[src/rtl/voice_allocator.sv]
// voice_allocator: picks a channel for each serialized note-on/off event and drives the note bank write interface; define VOICE_STEAL_EN to steal a voice round-robin instead of dropping when all channels are busy.
module voice_allocator #(
  parameter int NUM_BITS_IN  = 18,
  parameter int NUM_CHANNELS = 16,
  localparam int CH_W = $clog2(NUM_CHANNELS)
) (
  input  logic                       clk,
  input  logic                       rst_n,
  input  logic                       ev_valid,
  output logic                       ev_ready,
  input  logic                       ev_on,
  input  logic [6:0]                 ev_key,
  input  logic [6:0]                 ev_vel,
  input  logic [NUM_BITS_IN-1:0]     ev_inc,
  input  logic [NUM_CHANNELS-1:0]    available,
  output logic [NUM_CHANNELS-1:0]    reg_en,
  output logic [NUM_CHANNELS-1:0]    note_en,
  output logic [NUM_BITS_IN-1:0]     note_out,
  output logic [NUM_CHANNELS*32-1:0] velocity_out,
  output logic                       drop
);
  typedef enum logic [1:0] {IDLE, LOOKUP, COMMIT} state_t;
  state_t state_q, state_d;
  logic on_q, on_d;
  logic [6:0] ev_key_q, ev_key_d, ev_vel_q, ev_vel_d;
  logic [NUM_BITS_IN-1:0] ev_inc_q, ev_inc_d, note_out_q, note_out_d;
  logic match_hit_q, match_hit_d, free_hit_q, free_hit_d, wr;
  logic [CH_W-1:0] match_ch_q, match_ch_d, free_ch_q, free_ch_d, ch;
  logic [NUM_CHANNELS-1:0] note_en_q, note_en_d;
  logic [6:0] key_q [NUM_CHANNELS];
  logic [6:0] key_d [NUM_CHANNELS];
  logic [6:0] vel_q [NUM_CHANNELS];
  logic [6:0] vel_d [NUM_CHANNELS];
`ifdef VOICE_STEAL_EN
  logic [CH_W-1:0] steal_ptr_q, steal_ptr_d;
`endif
  // Sequencing, channel search and the commit action for one event at a time
  always_comb begin
    state_d = state_q;
    on_d = on_q;
    ev_key_d = ev_key_q;
    ev_vel_d = ev_vel_q;
    ev_inc_d = ev_inc_q;
    match_hit_d = match_hit_q;
    match_ch_d = match_ch_q;
    free_hit_d = free_hit_q;
    free_ch_d = free_ch_q;
    note_en_d = note_en_q;
    key_d = key_q;
    vel_d = vel_q;
    note_out_d = note_out_q;
`ifdef VOICE_STEAL_EN
    steal_ptr_d = steal_ptr_q;
`endif
    ev_ready = 1'b0;
    drop = 1'b0;
    wr = 1'b0;
    ch = '0;
    reg_en = '0;
    case (state_q)
      IDLE: begin
        ev_ready = 1'b1;
        if (ev_valid) begin
          on_d = ev_on;
          ev_key_d = ev_key;
          ev_vel_d = ev_vel;
          ev_inc_d = ev_inc;
          state_d = LOOKUP;
        end
      end
      LOOKUP: begin
        match_hit_d = 1'b0;
        match_ch_d = '0;
        free_hit_d = 1'b0;
        free_ch_d = '0;
        for (int c = 0; c < NUM_CHANNELS; c++) begin
          if (!match_hit_d && note_en_q[c] && key_q[c] == ev_key_q) begin
            match_hit_d = 1'b1;
            match_ch_d = CH_W'(c);
          end
          if (!free_hit_d && available[c] && !note_en_q[c]) begin
            free_hit_d = 1'b1;
            free_ch_d = CH_W'(c);
          end
        end
        state_d = COMMIT;
      end
      COMMIT: begin
        state_d = IDLE;
        if (on_q) begin
          wr = 1'b1;
          if (match_hit_q) ch = match_ch_q;
          else if (free_hit_q) ch = free_ch_q;
          else begin
`ifdef VOICE_STEAL_EN
            ch = steal_ptr_q;
            steal_ptr_d = steal_ptr_q + 1'b1;
`else
            wr = 1'b0;
            drop = 1'b1;
`endif
          end
        end else if (match_hit_q) note_en_d[match_ch_q] = 1'b0;
      end
      default: state_d = IDLE;
    endcase
    if (wr) begin
      reg_en[ch] = 1'b1;
      note_en_d[ch] = 1'b1;
      key_d[ch] = ev_key_q;
      vel_d[ch] = ev_vel_q;
      note_out_d = ev_inc_q;
    end
  end
  // State and bank-shadow registers, cleared asynchronously
  always_ff @(posedge clk or negedge rst_n) begin
    if (!rst_n) begin
      state_q <= IDLE;
      on_q <= 1'b0;
      ev_key_q <= '0;
      ev_vel_q <= '0;
      ev_inc_q <= '0;
      match_hit_q <= 1'b0;
      match_ch_q <= '0;
      free_hit_q <= 1'b0;
      free_ch_q <= '0;
      note_en_q <= '0;
      key_q <= '{default: '0};
      vel_q <= '{default: '0};
      note_out_q <= '0;
`ifdef VOICE_STEAL_EN
      steal_ptr_q <= '0;
`endif
    end else begin
      state_q <= state_d;
      on_q <= on_d;
      ev_key_q <= ev_key_d;
      ev_vel_q <= ev_vel_d;
      ev_inc_q <= ev_inc_d;
      match_hit_q <= match_hit_d;
      match_ch_q <= match_ch_d;
      free_hit_q <= free_hit_d;
      free_ch_q <= free_ch_d;
      note_en_q <= note_en_d;
      key_q <= key_d;
      vel_q <= vel_d;
      note_out_q <= note_out_d;
`ifdef VOICE_STEAL_EN
      steal_ptr_q <= steal_ptr_d;
`endif
    end
  end
  assign note_en = note_en_q;
  assign note_out = wr ? ev_inc_q : note_out_q;
  for (genvar g = 0; g < NUM_CHANNELS; g++) begin : g_vel
    assign velocity_out[32*g +: 32] = {25'b0, vel_q[g]};
  end
endmodule

[config.mk]
export PLATFORM = sky130hd
export DESIGN_NAME = voice_allocator
export DESIGN_NICKNAME = d
export VERILOG_FILES = /design/src/rtl/voice_allocator.sv
export SDC_FILE = /design/constraint.sdc
export NUM_CORES = 1
export LEC_CHECK = 0
export BUFFER_PORTS_ARGS = -buffer_cell sky130_fd_sc_hd__buf_4
export CAP_MARGIN = 10
export CORE_AREA = 8 8 231 233
export CTS_CLUSTER_DIAMETER = 150
export CTS_CLUSTER_SIZE = 24
export DETAILED_ROUTE_END_ITERATION = 16
export DIE_AREA = 0 0 239 241
export SYNTH_ARGS = -nofsm -noshare
export SYNTH_HDL_FRONTEND = slang
export SYNTH_SLANG_ARGS = --single-unit
[constraint.sdc]
create_clock -name clk -period 4.6 [get_ports clk]
set_clock_uncertainty 0.15 [all_clocks]
set_input_delay 0.23 -clock clk [delete_from_list [all_inputs] [get_ports clk]]
set_output_delay 0.23 -clock clk [all_outputs]
set_load 0.03 [all_outputs]
# Yosys cells after proc, flatten, opt, wreduce, memory -nomap -nowiden
# Index checks and enable logic that the tools add are counted.
# W data, S select, Z words.
# op_classes
order_cmp,6
n_eq_ne,19
mux,121
bitwise_logic,4
reduce_logical,113
# op_table
op,n
$bwmux W112,2
$mux W4,32
$eq A7 B7 Y1,16
$mux W16,5
$mux W1,75
$logic_and A1 B1 Y1,65
$logic_not A1 Y1,46
$demux W7 S4,1
$mux W18,1
$and A16 B16 Y16,1
$not A16 Y16,1
$or A16 B16 Y16,1
$lt A4 B5 Y1 const B,2
$demux W1 S4,2
$ge A4 B1 Y1 const B,2
$mux W7,1
$ge A5 B5 Y1 const B,1
$lt A5 B1 Y1 const B,1
$not A4 Y5,1
$pmux W2 S2,1
$eq A2 B1 Y1 const B,1
$eq A2 B2 Y1 const B,1
$logic_not A2 Y1,1
$mux W2,1
other kinds (2),2
# word_totals
register_bits,303
input_bits,52
output_inout_bits,564
wordCells,306

# Depth between registers and ports, before layout
# Gate-level depths: netlist of the first run.
# depth
ltp_word,78
ltp_mapped,10
ltp_nobuf,7

# Least setup slack after synthesis of the first run
# No wires, ideal clock.
# synth_timing
path_kind,reg-to-reg
from,register state_q[0]
to,register key_q[49] (netlist name)
setup_time_ns,0.128
arrival_ns,1.987
required_time_ns,4.322
slack_ns,2.336
path_stages_with_launch,7
path_buffers,1
period_less_slack_ns,2.264
path_cell_list,dfrtp_1 nand3b_1 a21oi_1 nand2_1 nor2_1 buf_4 mux2_1
# synth_between
elab_chain_cells,8
word_cells_on_any_way,10
cone_classes,2 x order compare; 1 x eq/ne; 5 x mux; 1 x bitwise; 1 x reduce/logical
# synth_lines
element,line_no,source
start: declaration,23,"state_t state_q, state_d;"
start signal: assignment,135,state_q <= state_d;
$eq A2 B2 Y1 (*),60,case (state_q)
$mux W4,60,
$not A4 Y5 (not written as such),110,key_d[ch] = ev_key_q;
$ge A5 B5 Y1 (not written as such) / $lt A5 B1 Y1 (equally long branches),110,
$logic_and A1 B1 Y1 (not written as such),110,
$mux W7 (not written as such),110,
$demux W7 S4,110,
$bwmux W112,110,
end signal: assignment,145,key_q <= key_d;
end: declaration,30,logic [6:0] key_q [NUM_CHANNELS];
# Every way passes the cells marked *; elsewhere a longest branch is shown, timed or not.
# A chain may end at the register's enable or synchronous reset.

# Final worst setup path of the first run
# layout_timing
from,register match_hit_q
to,output port reg_en[0]
# layout_between
elab_chain_cells,8
word_cells_on_any_way,12
cone_classes,2 x order compare; 9 x mux; 1 x reduce/logical
# layout_lines
element,line_no,source
start: declaration,27,"logic match_hit_q, match_hit_d, free_hit_q, free_hit_d, wr;"
start signal: assignment,140,match_hit_q <= match_hit_d;
$mux W4,92,if (match_hit_q) ch = match_ch_q;
$mux W4,90,if (on_q) begin
$mux W4,60,
$lt A4 B5 Y1 (not written as such) / $ge A4 B1 Y1 (equally long branches),108,reg_en[ch] = 1'b1;
$logic_and A1 B1 Y1 (not written as such),108,
$mux W1 (not written as such),108,
$demux W1 S4,108,
$mux W16 (*),107,if (wr) begin
end: declaration,16,"output logic [NUM_CHANNELS-1:0] reg_en,"
# Marks and branches as above.

==> results of run 1 <==
[power by group through the flow]
stage	Sequential (uW)	Combinational (uW)	Clock [uW]
global placement	3630	2640	0
floorplan	3690	2070	0
detailed placement	3660	2660	0
global route	3680	2870	1670
finish	3600	2680	1510
CTS	3610	2700	1590
[cell usage after synthesis, drive strengths merged]
cell type and number:
nor3 5, dfrtp 303, nor4 8, nand3 7, and2 6, and4 1, or4 1, and3 1
or2 3, o22a 2, nand2 44, nor2b 2, nand2b 19, mux2 275, a22oi 3, xnor2 99
xor2 13, o31ai 2, nand4 32, o311ai 1, buf 443, clkbuf 20, inv 19, nand3b 3
nor4bb 1, o21ai 29, conb 1, a32oi 1, a31oi 4, nand4b 1, a22o 1, o21bai 2
a41oi 2, and2b 1, a21oi 10, nor2 45, a21boi 1
[sequential cells by signal (all words and copies together), names as in the netlist]
| name | flops |
|---|---|
| match_hit_q | 1 |
| state_q | 2 |
| note_en | 16 |
| note_out_q | 18 |
| ev_key_q | 7 |
| key_q | 112 |
| on_q | 1 |
| velocity_out | 112 |
| match_ch_q | 4 |
| free_ch_q | 4 |
| free_hit_q | 1 |
| ev_inc_q | 18 |
| ev_vel_q | 7 |
[metal layers]
layer	part of all wire [%]	wire length [um]	up-vias
met5	0	0	-
met4	1.5	623	0
met3	10	4220	37
met2	48	20100	365
met1	40	16500	4803
li1	-	-	4305
[kinds of logic (layout without fill, tap and decap cells)]
group                  Yosys count  after routing  share of synthesized area, %
buffers and inverters          482            301                          21.2
other                            1            400                        0.0228
XOR/XNOR                       112            112                          5.95
AND/OR/NAND/NOR                180            180                          5.82
flip-flops                     303            303                          46.0
AO/OA/AOI/OAI                   58             58                          2.14
multiplexers                   275            275                          18.8
[cells in the final DEF, fill, tap and decap left out, types with 3 or more instances in the layout]
master / netlist / routed
nor4_1: 5 / 5
nand4_1: 31 / 31
nand2b_1: 19 / 19
mux2_2: 134 / 134
o21ai_0: 28 / 28
nor2_1: 43 / 41
nand2_1: 44 / 44
xor2_1: 13 / 13
dlygate4sd3_1: 0 / 38
nand3_1: 7 / 7
a31oi_1: 4 / 4
mux2_1: 141 / 141
conb_1: 1 / 400
a21oi_1: 9 / 9
nand3b_1: 3 / 3
nor3_1: 4 / 4
a22oi_1: 3 / 3
xnor2_1: 99 / 99
nor2_2: 2 / 4
clkbuf_16: 0 / 16
inv_1: 19 / 19
buf_4: 403 / 223
dfrtp_1: 303 / 303
and2_1: 6 / 5
[cell type report]
type / instances / area, sq um / share of cell area, %
sequential: 303 / 7580 / 42.3
multi-input combinational: 1025 / 6900 / 38.5
timing repair buffer: 264 / 2110 / 11.8
tap: 672 / 841 / 4.69
clock buffer: 16 / 400 / 2.23
inverter: 19 / 71.3 / 0.398
clock inverter: 2 / 27.5 / 0.154
[metrics by stage]
step | power, uW | util, % | setup WS [ns] | cell area (sq um) | std cells
after floorplan | 5760 | - | 2.34 | 18000 | 1810
after global placement | 6280 | 34.5 | 1.59 | 17100 | 2245
after detailed placement | 6320 | 34.5 | 1.52 | 17100 | 2245
after CTS | 7900 | 36.1 | 1.07 | 17900 | 2301
final | 7790 | 36.1 | 1.10 | 17900 | 2301
after global routing | 8220 | 36.1 | 0.828 | 17900 | 2301
[final timing paths]
check,from,to
max in group asynchronous,rst_n,velocity_out[132]
min,available[15],free_ch_q[3]
min reg2reg,velocity_out[133],velocity_out[133]
max reg2reg,note_en[0],free_ch_q[1]
min in group asynchronous,rst_n,velocity_out[288]
max,match_hit_q,reg_en[0]
[worst register-to-register path, stage by stage, from the launching register on]
cell           delay (ns)
dfrtp_1              0.57
nand2b_1             0.21
nand2_1              0.08
nor4_1               0.48
and2_1               0.31
nand4b_1             0.12
dlygate4sd3_1        0.57
a31oi_1              0.16
dlygate4sd3_1        0.56
==> flow_metrics.py, run 1 <==
metrics = {
    "sta": {
        "finalSetupViolCount": 0,
        "clock.fmax_mhz": 285,
        "drv_slew": 0,
        "final-hold-violation-count": 0,
        "fin_tns_setup_ns": 0,
        "worstMarginPinSlew_ns": 1.14,
        "holdWs_ns": 0.0198,
        "rsz0062_at_grt": "false",
        "fin_crit_ns": 3.50,
        "timing.final.crit_share_pct": 76.2,
        "relSlewSlack_pct": 23.6,
    },
    "logic_synthesis": {
        "syn-cell-area_sq_um": 16500,
        "synth-seq-cells": 303,
        "synth_cells": 1411,
        "yosys-top-cells-area": "dfrtp_1 (46%), buf_4 (18%), mux2_1 (9.6%)",
        "synth_top_cell_by_area": "dfrtp_1",
        "seq_area_frac_synth_pct": 46.0,
        "yosysTopAreaCellShare_pct": 46.0,
        "synth_area_per_cell_sq_um": 11.7,
        "yosys_warnings": 0,
        "synth_cell_types": 52,
    },
    "floorplan": {
        "die_h_um": 241,
        "row_count": 82,
        "dieArea_sq_um": 57600,
        "die_w_um": 239,
        "core_sq_um": 49700,
        "start_util_pct": 33.2,
        "num_io_pins": 616,
    },
    "critical_path": {
        "end_kind": "output pin",
        "crit_type": "reg2out",
        "worstRegToRegCells": 8,
        "slowest_stage": "nor2_2",
        "crit_fanout": 15,
        "cp.arrival_ns": 3.12,
        "cp_slowest_stage_delay_ns": 0.86,
        "critical_path_depth": 6,
        "required_ns": 4.22,
        "crit_buf_inv": 1,
        "cp_top_family": "simple AND/OR/NAND/NOR gates",
        "critPathLaunchType": "register",
        "r2r_slack_ns": 1.33,
        "cp_cell_sequence": "and2b_1, nand2b_1, a21oi_1, nand2_1, nor2_2, buf_4",
    },
    "route": {
        "vias": 9510,
        "viasPerCell": 4.13,
        "drc": 0,
        "drtAntennaViolNets": 0,
        "wl_um": 41500,
        "drt_pass1_iterations": 5,
        "drtIter0Drc": 466,
        "wl_per_cell_um": 18.0,
    },
    "grt": {
        "antenna_found_initial": 0,
        "use_met2_pct": 22.4,
        "grt_use_met3_pct": 4.32,
        "grtUsageMet1_pct": 16.4,
        "grt_pass1_vias": 9706,
        "grt_max_degree": 126,
        "track_usage_pct": 13.2,
        "gr-max-usage-layer": "met2",
        "grt_overflow": 0,
        "grt_pass1_wl_um": 60100,
    },
    "finish": {
        "fillCellCount": 4904,
        "antenna_cells": 0,
        "area_delta_synth_final_pct": 8.83,
        "nets": 1681,
        "drive_above_1_share_pct": 24.1,
    },
    "placed_design": {
        "gp_congestion": 0.828,
        "hpwl_um": 31200,
        "numPortBuffers": 215,
    },
    "cts": {
        "ctsHoldBuffers": 38,
        "clock-root-buffer": "clkbuf_16",
        "clock_sinks": 303,
        "cts.path.max_buffers": 3,
        "numCtsBuffers": 16,
        "cts-htree-levels": 1,
        "cts_tree": "yes",
        "clk_latency_ns": 0.53,
        "cts_setup_buffers": 0,
        "path_clk_slew_ns": 0.09,
        "cts_resized": 0,
    },
    "power_and_ir_drop": {
        "p_clk_share_pct": 19.4,
        "p_sw_uw": 3040,
        "leakagePower_uw": 0.00924,
        "power_frac_seq_pct": 46.2,
        "p_sw_share_pct": 39.0,
        "vdd_drop_max_v": 0.000262,
        "power_density_nw_per_um2": 435,
        "pwr-share-comb_pct": 34.4,
        "p_int_uw": 4750,
    },
    "min_path": {
        "hold_class": "in2reg",
        "holdPathStages": 3,
    },
    "job": {
        "maxCapViolCount": 0,
    },
    "status": {
        "status": "finished clean",
    },
}
(Power assumes the default switching activity.)
==> run 2: changes to the inputs <==
==> constraint.sdc (replaced) <==
create_clock -name clk -period 2.81 [get_ports clk]
set_clock_uncertainty 0.15 [all_clocks]
set_input_delay 0.1405 -clock clk [delete_from_list [all_inputs] [get_ports clk]]
set_output_delay 0.1405 -clock clk [all_outputs]
set_load 0.03 [all_outputs]
==> run 2 against run 1 <==
Sequential cell count unchanged. Setup slack worse by 0.99 ns. Non-clock buffer count increased by 47. Global-route usage is 0.64 points higher. Critical path type unchanged. Cell count increased by 2.2%. Largest power group unchanged. First-iteration DRC count fell by 6.9%.
==> flow_metrics.py, run 2 (same netlist as run 1, synthesis figures left out) <==
metrics = {
    "critical_path": {
        "r2r_end": "match_ch_q[0]",
        "setup.worst_path.start": "free_hit_q",
        "r2r_slack_ns": 0.20,
        "crit_fanout": 16,
        "required_ns": 2.52,
        "r2r-start": "ev_key_q[5]",
        "end_kind": "output pin",
        "worstRegToRegCells": 8,
        "critPathLaunchType": "register",
        "cp.arrival_ns": 2.42,
        "crit_type": "reg2out",
        "critPathCapture": "reg_en[3]",
    },
    "grt": {
        "grt_pass1_wl_um": 62700,
        "track_usage_pct": 13.9,
        "grt_pass1_vias": 9909,
        "antenna_found_initial": 4,
        "grt_max_degree": 76,
        "grt_overflow": 0,
    },
    "sta": {
        "layout_setup_ws_ns": 0.101,
        "timing.final.crit_share_pct": 96.4,
        "worstMarginPinSlew_ns": 0.680,
        "holdWs_ns": 0.0372,
        "final-hold-violation-count": 0,
        "finalSetupViolCount": 0,
        "drv_slew": 0,
        "relSlewSlack_pct": 54.7,
        "clock.fmax_mhz": 369,
        "fin_crit_ns": 2.71,
    },
    "floorplan": {
        "core_sq_um": 49700,
        "dieArea_sq_um": 57600,
        "die_w_um": 239,
        "die_h_um": 241,
        "start_util_pct": 33.2,
        "num_io_pins": 616,
        "row_count": 82,
    },
    "cts": {
        "numCtsBuffers": 16,
        "clock-root-buffer": "clkbuf_16",
        "cts_tree": "yes",
        "cts-htree-levels": 1,
        "clk_latency_ns": 0.53,
        "clock_sinks": 303,
        "path_clk_slew_ns": 0.11,
        "cts.path.max_buffers": 3,
    },
    "power_and_ir_drop": {
        "power_frac_seq_pct": 44.6,
        "p_sw_uw": 5070,
        "power_density_nw_per_um2": 704,
        "vdd_drop_max_v": 0.000464,
        "p_int_uw": 7920,
        "p_clk_share_pct": 18.9,
        "pwr-share-comb_pct": 36.5,
        "p_sw_share_pct": 39.0,
        "leakagePower_uw": 0.00949,
    },
    "status": {
        "status": "finished clean",
    },
    "job": {
        "maxCapViolCount": 0,
    },
    "finish": {
        "final_common_cell": "conb_1",
        "most-common-layout-cells": "conb_1 (400), dfrtp_1 (300), buf_4 (248), mux2_1 (141), mux2_2 (134)",
        "drive_above_1_share_pct": 26.3,
        "area_delta_synth_final_pct": 11.9,
        "nets": 1728,
    },
    "route": {
        "drtIter0Drc": 434,
        "drt_pass1_iterations": 5,
        "vias": 9791,
        "wl_um": 43400,
        "wl_per_cell_um": 18.5,
        "viasPerCell": 4.16,
        "drc": 0,
        "drtAntennaViolNets": 0,
    },
    "min_path": {
        "hold_class": "in2async",
    },
    "placed_design": {
        "numPortBuffers": 215,
        "gp_congestion": 0.838,
        "hpwl_um": 33000,
        "dp_slack_ns": 0.232,
    },
}
==> run 2: per-layer routing <==
layer	share of wire (%)	wire length (um)	global-route usage [%]
met1	39	17100	17.1
met2	48	20800	23.4
met3	11	4790	4.77
met4	1.5	654	2.85
met5	0.023	10	0
==> run 2: timing repair <==
action	in CTS	in global routing
resized for setup	3	16
hold buffers	47	0
setup buffers	0	0
endpoints found under the setup margin	7	35
hold endpoints to repair	263	0
==> run 2: cell type report <==
cell class	instances	area (sq um)
clock buffer	16	400
sequential	303	7590
timing repair buffer	311	2580
inverter	19	71.3
tap	672	841
clock inverter	2	27.5
antenna	3	7.51
fill	4819	31200
multi-input combinational	1025	6930
==> run 2: worst max-delay path, stage by stage, from the launching register on <==
cell and delay [ns]:
dfrtp_1 0.49, and2b_1 0.23, a22oi_1 0.08, or2_1 0.25, nor2_1 0.24, nand2b_1 0.11
buf_4 0.23, inv_1 0.09, buf_4 0.16
==> run 2: how the worst min path moves through the flow <==
stage	start	endpoint	depth (start not counted)
after floorplan	rst_n	ev_inc_q[0]	0
after CTS	available[7]	free_ch_q[2]	6
after detailed placement	rst_n	velocity_out[192]	1
after global routing	rst_n	velocity_out[192]	2
after global placement	rst_n	velocity_out[192]	1
final	rst_n	velocity_out[193]	2
==> run 2: through the flow <==
step           utilization [%]  total power [uW]  std cells  TNS (ns)  instance area (sq um)
6_report                  37.1             13000       2351         0                  18400
5_1_grt                   37.1             13700       2351   -0.0256                  18400
4_1_cts                   37.0             13100       2348         0                  18400
3_5_place_dp              35.2             10500       2283         0                  17500
3_3_place_gp              35.2             10500       2283         0                  17500
2_1_floorplan                -              9420       1810         0                  18000
==> run 2: power by group through the flow <==
stage / clock, uW / sequential, uW / combinational [uW]
finish: 2460 / 5800 / 4730
global route: 2700 / 5920 / 5050
CTS: 2590 / 5800 / 4730
detailed placement: 0 / 5880 / 4640
global placement: 0 / 5840 / 4610
floorplan: 0 / 6040 / 3380
==> run 3: changes to the inputs <==
--- a/config.mk
+++ b/config.mk
@@ -7,11 +7,13 @@
 export LEC_CHECK = 0
 export BUFFER_PORTS_ARGS = -buffer_cell sky130_fd_sc_hd__buf_4
 export CAP_MARGIN = 10
-export CORE_AREA = 8 8 231 233
+export CORE_AREA = 8 8 233 235
+export CTS_BUF_LIST = sky130_fd_sc_hd__clkbuf_8
 export CTS_CLUSTER_DIAMETER = 150
 export CTS_CLUSTER_SIZE = 24
 export DETAILED_ROUTE_END_ITERATION = 16
-export DIE_AREA = 0 0 239 241
+export DIE_AREA = 0 0 241 243
+export PLACE_DENSITY = 0.66
 export SYNTH_ARGS = -nofsm -noshare
 export SYNTH_HDL_FRONTEND = slang
 export SYNTH_SLANG_ARGS = --single-unit
==> run 3 against run 2 <==
Critical path type unchanged. Largest power group unchanged. Setup slack worse by 0.050 ns. Highest routed layer is now met4. Worst hold slack got worse by 0.037 ns. Power down 3.9%. Critical endpoint is now reg_en[6]. The flow now finishes with violations (negative hold slack).
==> flow_metrics.py, run 3 (same netlist as run 1, synthesis figures left out) <==
metrics = {
    "finish": {
        "final_util_pct": 36.3,
        "drive_above_1_share_pct": 27.0,
        "fin_cells": 2364,
        "nets": 1736,
        "final_common_cell": "conb_1",
        "fillCellCount": 4996,
        "antenna_cells": 0,
        "area_delta_synth_final_pct": 11.6,
        "most-common-layout-cells": "conb_1 (400), dfrtp_1 (301), buf_4 (257), mux2_1 (141), mux2_2 (134)",
    },
    "placed_design": {
        "numPortBuffers": 215,
        "hpwl_um": 34200,
        "dpl.cell_count": 2297,
        "gp_congestion": 0.867,
    },
    "cts": {
        "clock_sinks": 303,
        "path_clk_slew_ns": 0.16,
        "cts-htree-levels": 1,
        "cts_tree": "yes",
        "clock-root-buffer": "clkbuf_8",
        "cts.path.max_buffers": 3,
        "numCtsBuffers": 16,
        "clk_latency_ns": 0.57,
    },
    "route": {
        "vias": 9835,
        "viasPerCell": 4.16,
        "drtIter0Drc": 400,
        "drt_pass1_iterations": 4,
        "wl_um": 44400,
        "drc": 0,
        "wl_per_cell_um": 18.8,
        "drtAntennaViolNets": 0,
    },
    "critical_path": {
        "critPathMostFrequentCell": "buf_4",
        "r2r-start": "ev_key_q[4]",
        "cp.arrival_ns": 2.47,
        "slowest_stage": "dfrtp_2",
        "cp_top_family": "buffers and inverters",
        "crit_fanout": 10,
        "required_ns": 2.52,
        "setup.worst_path.start": "match_hit_q",
        "cp_slowest_stage_delay_ns": 0.47,
        "cp_cell_sequence": "buf_4, a21oi_2, nor2_1, and2_4, nand2_1, buf_4, inv_1, buf_4",
        "crit_type": "reg2out",
        "critPathLaunchType": "register",
        "end_kind": "output pin",
        "crit_buf_inv": 4,
    },
    "floorplan": {
        "dieArea_sq_um": 58600,
        "die_w_um": 241,
        "die_h_um": 243,
        "num_io_pins": 616,
        "core_sq_um": 50700,
        "row_count": 83,
        "start_util_pct": 32.5,
    },
    "grt": {
        "grt_pass1_wl_um": 65200,
        "grtUsageMet1_pct": 16.8,
        "grt_overflow": 0,
        "track_usage_pct": 14.2,
        "gr-max-usage-layer": "met2",
        "grt_max_degree": 90,
        "antenna_found_initial": 0,
        "grt_use_met3_pct": 4.49,
        "use_met2_pct": 25.1,
        "grt_pass1_vias": 10300,
    },
    "power_and_ir_drop": {
        "leakagePower_uw": 0.00948,
        "pwr-share-comb_pct": 38.4,
        "p_sw_uw": 5020,
        "p_clk_share_pct": 15.1,
        "p_sw_share_pct": 40.2,
        "p_int_uw": 7460,
        "power_density_nw_per_um2": 679,
        "power_frac_seq_pct": 46.5,
        "vdd_drop_max_v": 0.000508,
    },
    "sta": {
        "finalSetupViolCount": 0,
        "final-hold-violation-count": 2,
        "timing.final.crit_share_pct": 98.2,
        "rsz0062_at_grt": "true",
        "holdWs_ns": -0.000240,
        "fin_crit_ns": 2.76,
        "drv_slew": 0,
        "clock.fmax_mhz": 362,
        "worstMarginPinSlew_ns": 0.755,
        "relSlewSlack_pct": 49.7,
    },
    "job": {
        "maxCapViolCount": 0,
    },
    "status": {
        "status": "finished, violations left",
        "violations": "negative hold slack",
    },
    "min_path": {
        "hold_class": "in2async",
    },
}
-- run 3: path summary, 6_finish.rpt --
kind,depth (start not counted),slack (ns),endpoint
setup / recovery,8,0.05,reg_en[6]
max in group asynchronous,3,1.61,velocity_out[0]
min in group clk,6,0.06,free_ch_q[2]
setup reg to reg,8,0.20,match_ch_q[0]
hold reg to reg,1,0.36,velocity_out[326]
hold / removal,2,-0.0002,velocity_out[324]
-- run 3: power groups by stage --
| stage | logic, uW | clock network (uW) | registers, uW |
|---|---|---|---|
| floorplan | 3380 | 0 | 6040 |
| global placement | 4630 | 0 | 5840 |
| detailed placement | 4670 | 0 | 5900 |
| CTS | 4790 | 2000 | 5810 |
| global route | 5100 | 2120 | 5920 |
| finish | 4790 | 1890 | 5810 |
-- run 3: per-stage QoR --
step | hold slack, ns | area, sq um | worst slack (ns) | power [uW] | setup TNS, ns
finish | -0.000240 | 18400 | 0.0507 | 12500 | 0
global route | 0.0379 | 18400 | -0.0550 | 13100 | -0.216
CTS | 0.000542 | 18300 | 0.00155 | 12600 | 0
detailed placement | 0.0707 | 17600 | 0.0855 | 10600 | 0
global placement | 0.0660 | 17600 | 0.143 | 10500 | 0
floorplan | -0.305 | 18000 | 0.546 | 9420 | 0
-- run 3: layout make-up --
cell class                      count  area [sq um]  area share (%)
Sequential cell                   303          7580            41.3
Clock inverter                      1          11.3          0.0613
Multi-Input combinational cell   1025          6950            37.8
Tap cell                          680           851            4.63
Inverter                           19          71.3           0.388
Timing Repair Buffer              319          2680            14.6
Clock buffer                       17           234            1.27
-- run 3: layer usage --
metal / wire length [um] / part of all wire (%)
met5: 0 / 0
met2: 22000 / 50
met4: 573 / 1.3
met3: 4580 / 10
met1: 17200 / 39
-- run 3: repair_timing --
item	4_1_cts	5_1_grt
gates resized for setup	16	7
buffers inserted	4	1
endpoints found under the setup margin	32	17
endpoints found under the hold margin	246	0
pin swaps	0	1
hold buffers	44	0
-- run 3: worst reg2reg max path: cells and delay by family, from the launching register on --
family	cells	cell delay (ns)
and+or+nand+nor	5	1.10
AOI/OAI and AO/OA	1	0.18
buffers and inverters	1	0.31
DFF	1	0.72
xor gates and xnor gates	1	0.10
